`config.mk`:
```
export PLATFORM = sky130hd
export DESIGN_NAME = hamming_secded_counter
export DESIGN_NICKNAME = d
export VERILOG_FILES = /design/src/rtl/hamming_pkg.sv /design/src/rtl/hamming_secded_dec.sv /design/src/rtl/hamming_secded_counter.sv
export SDC_FILE = /design/constraint.sdc
export NUM_CORES = 1
export LEC_CHECK = 0
export BUFFER_PORTS_ARGS = -buffer_cell sky130_fd_sc_hd__buf_2
export CORE_ASPECT_RATIO = 1.75
export CORE_MARGIN = 2
export CORE_UTILIZATION = 39
export DETAILED_ROUTE_END_ITERATION = 8
export SYNTH_ARGS = -nofsm -noshare
export SYNTH_HDL_FRONTEND = slang
export SYNTH_HIERARCHICAL = 1
export SYNTH_SLANG_ARGS = --single-unit
```
`constraint.sdc`:
```
create_clock -name clk -period 4.7 [get_ports clk]
set_input_delay 0.235 -clock clk [delete_from_list [all_inputs] [get_ports clk]]
set_output_delay 0.235 -clock clk [all_outputs]
set_load 0.02 [all_outputs]
```
`src/rtl/hamming_pkg.sv`:
```
// Shared SECDED Hamming helpers: sizing, encode/extract, decode result type.
// Pure functions and types only; no clocked logic, no flow control.
package hamming_pkg;

    localparam int MAX_W = 64;
    localparam int MAX_P = 8;
    localparam int MAX_N = MAX_W + MAX_P + 1;

    localparam int POS_OVERALL = 0;
    localparam int POS_D0      = 3;

    typedef struct packed {
        logic [MAX_W-1:0] data;
        logic [MAX_P-1:0] syndrome;
        logic             sec;
        logic             ded;
    } dec_res_t;

    function automatic int calc_p(input int width);
        int p;
        p = 1;
        while ((1 << p) < width + p + 1) p++;
        return p;
    endfunction

    function automatic logic is_pow2(input int pos);
        return (pos & (pos - 1)) == 0;
    endfunction

    // Data bits fill the non-power-of-two positions from 3 upward, LSB first.
    function automatic logic [MAX_N-1:0] encode(input logic [MAX_W-1:0] data, input int width);
        logic [MAX_N-1:0] cw;
        logic             par;
        int               n;
        int               di;
        n  = width + calc_p(width) + 1;
        cw = '0;
        di = 0;
        for (int pos = POS_D0; pos < MAX_N; pos++) begin
            if (pos < n && !is_pow2(pos)) begin
                cw[pos] = data[di];
                di++;
            end
        end
        for (int k = 0; k < MAX_P; k++) begin
            if ((1 << k) < n) begin
                par = 1'b0;
                for (int pos = 1; pos < MAX_N; pos++)
                    if (pos < n && (pos & (1 << k)) != 0) par = par ^ cw[pos];
                cw[1 << k] = par;
            end
        end
        cw[POS_OVERALL] = ^cw;
        return cw;
    endfunction

    function automatic logic [MAX_W-1:0] extract(input logic [MAX_N-1:0] cw, input int width);
        logic [MAX_W-1:0] data;
        int               n;
        int               di;
        n    = width + calc_p(width) + 1;
        data = '0;
        di   = 0;
        for (int pos = POS_D0; pos < MAX_N; pos++) begin
            if (pos < n && !is_pow2(pos)) begin
                data[di] = cw[pos];
                di++;
            end
        end
        return data;
    endfunction

endpackage

```
`src/rtl/hamming_secded_dec.sv`:
```
// Combinational SECDED decoder: codeword in, corrected data plus error class out.
// Zero latency; no handshake, output follows input.
module hamming_secded_dec
    import hamming_pkg::*;
#(
    parameter  int WIDTH = 16,
    localparam int P     = calc_p(WIDTH),
    localparam int N     = WIDTH + P + 1
) (
    input  logic [N-1:0] cw,
    output dec_res_t     res
);

    logic [P-1:0]     syn;
    logic             overall;
    logic             in_range;
    logic [N-1:0]     flip;
    logic [MAX_N-1:0] fixed_ext;

    always_comb begin
        syn = '0;
        for (int pos = 1; pos < N; pos++)
            if (cw[pos]) syn = syn ^ pos[P-1:0];
        overall  = ^cw;
        // An odd-parity word pointing past the codeword is a multi-bit error.
        in_range = (int'(syn) < N);
        flip     = '0;
        if (overall && in_range) flip[syn] = 1'b1;
        fixed_ext         = '0;
        fixed_ext[N-1:0]  = cw ^ flip;
        res               = '0;
        res.data          = extract(fixed_ext, WIDTH);
        res.syndrome[P-1:0] = syn;
        res.sec           = overall && in_range;
        res.ded           = (!overall && syn != '0) || (overall && !in_range);
    end

endmodule

```
`src/rtl/hamming_secded_counter.sv`:
```
// Up-counter stored only as a SECDED codeword, scrubbed every cycle, with fault injection.
// Count visible same cycle; error flags one edge after the corrupt word; no backpressure.
module hamming_secded_counter
    import hamming_pkg::*;
#(
    parameter  int WIDTH = 16,
    parameter  int CNT_W = 8,
    localparam int P     = calc_p(WIDTH),
    localparam int N     = WIDTH + P + 1,
    localparam int EPW   = $clog2(N)
) (
    input  logic             clk,
    input  logic             rst,
    input  logic             enable,
    input  logic             load,
    input  logic [WIDTH-1:0] load_val,
    input  logic             err_clr,
    input  logic             inj_en,
    input  logic [N-1:0]     inj_mask,
    output logic [WIDTH-1:0] counter,
    output logic             sec_err,
    output logic [EPW-1:0]   err_pos,
    output logic             ded_err,
    output logic [CNT_W-1:0] corr_cnt
);

    logic [N-1:0]       cw_q;
    logic [N-1:0]       cw_wr;
    dec_res_t           dec;
    logic [WIDTH-1:0]   d;
    logic [MAX_W-1:0]   enc_in;
    logic [MAX_N-1:0]   enc_full;
    logic               unused_bits;

    hamming_secded_dec #(.WIDTH(WIDTH)) u_dec (
        .cw  (cw_q),
        .res (dec)
    );

    assign d       = dec.data[WIDTH-1:0];
    assign counter = d;

    always_comb begin
        enc_in = '0;
        if (load)
            enc_in[WIDTH-1:0] = load_val;
        else if (enable)
            enc_in[WIDTH-1:0] = d + 1'b1;
        else
            enc_in[WIDTH-1:0] = d;
        enc_full = encode(enc_in, WIDTH);
        // An uncorrectable word is frozen for diagnosis until a load replaces it.
        if (!load && dec.ded)
            cw_wr = cw_q;
        else
            cw_wr = enc_full[N-1:0];
        if (inj_en)
            cw_wr = cw_wr ^ inj_mask;
    end

    always_ff @(posedge clk or negedge rst) begin
        if (!rst) begin
            cw_q     <= '0;
            sec_err  <= 1'b0;
            err_pos  <= '0;
            ded_err  <= 1'b0;
            corr_cnt <= '0;
        end else begin
            cw_q    <= cw_wr;
            sec_err <= dec.sec;
            if (dec.sec)
                err_pos <= dec.syndrome[EPW-1:0];
            // A load discards the bad word, so it does not re-arm the sticky flag.
            if (dec.ded && !load)
                ded_err <= 1'b1;
            else if (err_clr)
                ded_err <= 1'b0;
            if (err_clr)
                corr_cnt <= dec.sec ? CNT_W'(1) : '0;
            else if (dec.sec && corr_cnt != '1)
                corr_cnt <= corr_cnt + 1'b1;
        end
    end

    assign unused_bits = ^{dec.data[MAX_W-1:WIDTH], dec.syndrome[MAX_P-1:EPW], enc_full[MAX_N-1:N]};

endmodule

```
==> results.sh <==
export IMPL_nFillCells=807
export IMPL_place_inst=602
export IMPL_io_buffers=74
export IMPL_clk_latency_ps=290
export IMPL_min_period_ps=4525
export IMPL_fin_nets=551
export IMPL_setup_tns_ps=0
export IMPL_start_util_pct=40.43
export IMPL_chipWidth_um=75.90
export IMPL_hold_viol=0
export IMPL_avgSynthCellArea_um2=9.261
export IMPL_layout_drive_gt1_share_pct=40.91
export IMPL_slew_violations=0
export IMPL_final_cell_mix="buf_2, xnor2_1, buf_4, nand2_1, dfrtp_1"
export IMPL_synth_nets=427
export IMPL_routed_via_density=5.197
export IMPL_cts_max_level=2
export IMPL_criticalPathCategory="register to register"
export IMPL_startpoint_type="register"
export IMPL_clk_pin_slew_ps=60
export IMPL_worst_slew_pin_slew_ps=901.0
export IMPL_hpwl_um=8394
export IMPL_status="finished, final reports clean"
export IMPL_top_layer_used="met4"
export IMPL_core_um2=8727
export IMPL_worstPathArrival_ps=4740
export IMPL_cts_tree="built"
export IMPL_wl_met3_um=266
export IMPL_timing_fmax_mhz=221.0
export IMPL_detailedPlace_worstSlack_ps=-91.51
export IMPL_dieHeight_um=129.8
export IMPL_drc_errors=0
export IMPL_setup_ws_ps=175.2
export IMPL_yosysWarnings=6
export IMPL_gp_congestion=0.9041
export IMPL_grt_pass1_wl_um=16680
export IMPL_stdcell_count=623
export IMPL_worstPathMaxFanout=7
export IMPL_met2WireLength_um=6071
export IMPL_numCtsBuffers=5
export IMPL_antenna_found_initial=0
export IMPL_n_antenna_cell=0
export IMPL_cap_viol_max_count=0
export IMPL_cts_sinks=37
export IMPL_min_path_type="input port to async pin"
export IMPL_drt_iter0_drc=96
export IMPL_wirelength_um=10640
export IMPL_clock_skew_ps=10.45
export IMPL_root_buffer="clkbuf_16"
export IMPL_num_rows=45
export IMPL_synth_cells=381
export IMPL_end_kind="register"
export IMPL_num_vias=3238
export IMPL_finalCritPeriodShare_pct=96.27
export IMPL_overflow=0
export IMPL_synth_area_um2=3528
export IMPL_slew_headroom_pct=39.93
export IMPL_ios=75
export IMPL_grt_max_degree=38
export IMPL_cp_required_ps=4920
export IMPL_fin_util_pct=55.68
export IMPL_clock_path_buffers=2
export IMPL_wl_per_cell_um=17.07
export IMPL_track_usage_pct=21.61
export IMPL_setup_viol=0
export IMPL_areaGrowthSynthToFinish_pct=37.73
export IMPL_final_common_cell="buf_2"
export IMPL_dr_pass1_iters=4
export IMPL_drt_met1_wl_um=3867
export IMPL_detail_route_antenna_nets=0
export IMPL_die_area_um2=9854
export IMPL_grt_pass1_vias=3348
path summary, 6_finish.rpt:
path | startpoint | end | slack (ps) | cells past startpoint
worst min register to register | ded_err | ded_err | 490 | 1
max in group asynchronous | rst | cw_q[6] | 4000 | 1
min in group clk | inj_mask[20] | cw_q[20] | 200 | 3
worst max-delay path | cw_q[7] | cw_q[0] | 180 | 18
worst max register to register | cw_q[7] | cw_q[0] | 180 | 18
worst min-delay path | rst | cw_q[17] | 60 | 1
registers in the layout, summed over array words and instances, names as in the netlist:
register and count:
ded_err 1, err_pos 5, sec_err 1, cw_q 22
corr_cnt 8
cell type report:
cell class / count / area (um2) / share of cell area [%]
inverters: 7 / 31.28 / 0.6437
flip-flops and latches: 37 / 930.9 / 19.16
clock buffers: 5 / 125.1 / 2.575
clock inverters: 3 / 65.06 / 1.339
multi-input cells: 323 / 2763 / 56.85
well taps: 117 / 146.4 / 3.012
repair buffers: 131 / 798.3 / 16.43
repair_timing:
action                                  in CTS  in global routing
cloned                                       0                  0
hold buffers                                 0                  0
hold endpoints to repair                     0                  0
buffers inserted                             1                 12
resized for setup                            5                 30
pin swaps                                    2                 17
endpoints found under the setup margin       1                  4
metrics by stage:
step	cell area [um2]	hold WS, ps
2_1_floorplan	3603	-60.59
3_3_place_gp	4382	396.8
3_5_place_dp	4382	430.5
4_1_cts	4621	127.1
5_1_grt	4860	146.8
6_report	4860	56.09
critical path, cell delays in order (launching register included):
cell       delay (ps)
dfrtp_2           470
xor2_4            230
buf_4             170
xnor2_4           240
nand3_1           130
a21oi_2           260
o2111ai_2         190
xnor2_2           270
ha_2              230
and3_2            230
buf_4             130
nand3_1            90
xnor2_1           150
mux2i_1           210
xor3_1            480
xnor3_1           260
xnor3_1           410
mux2i_1           170
xor2_1            150
per-layer routing:
layer / vias to the layer above / track usage, %
li1: 1568 / -
met1: 1557 / 21.80
met3: 30 / 2.282
met2: 83 / 43.43
met4: 0 / 11.23
met5: - / 0
Power is left out: the tool's default activity adds up to more than one toggle a clock period on the data nets, which glitch-free logic cannot reach.
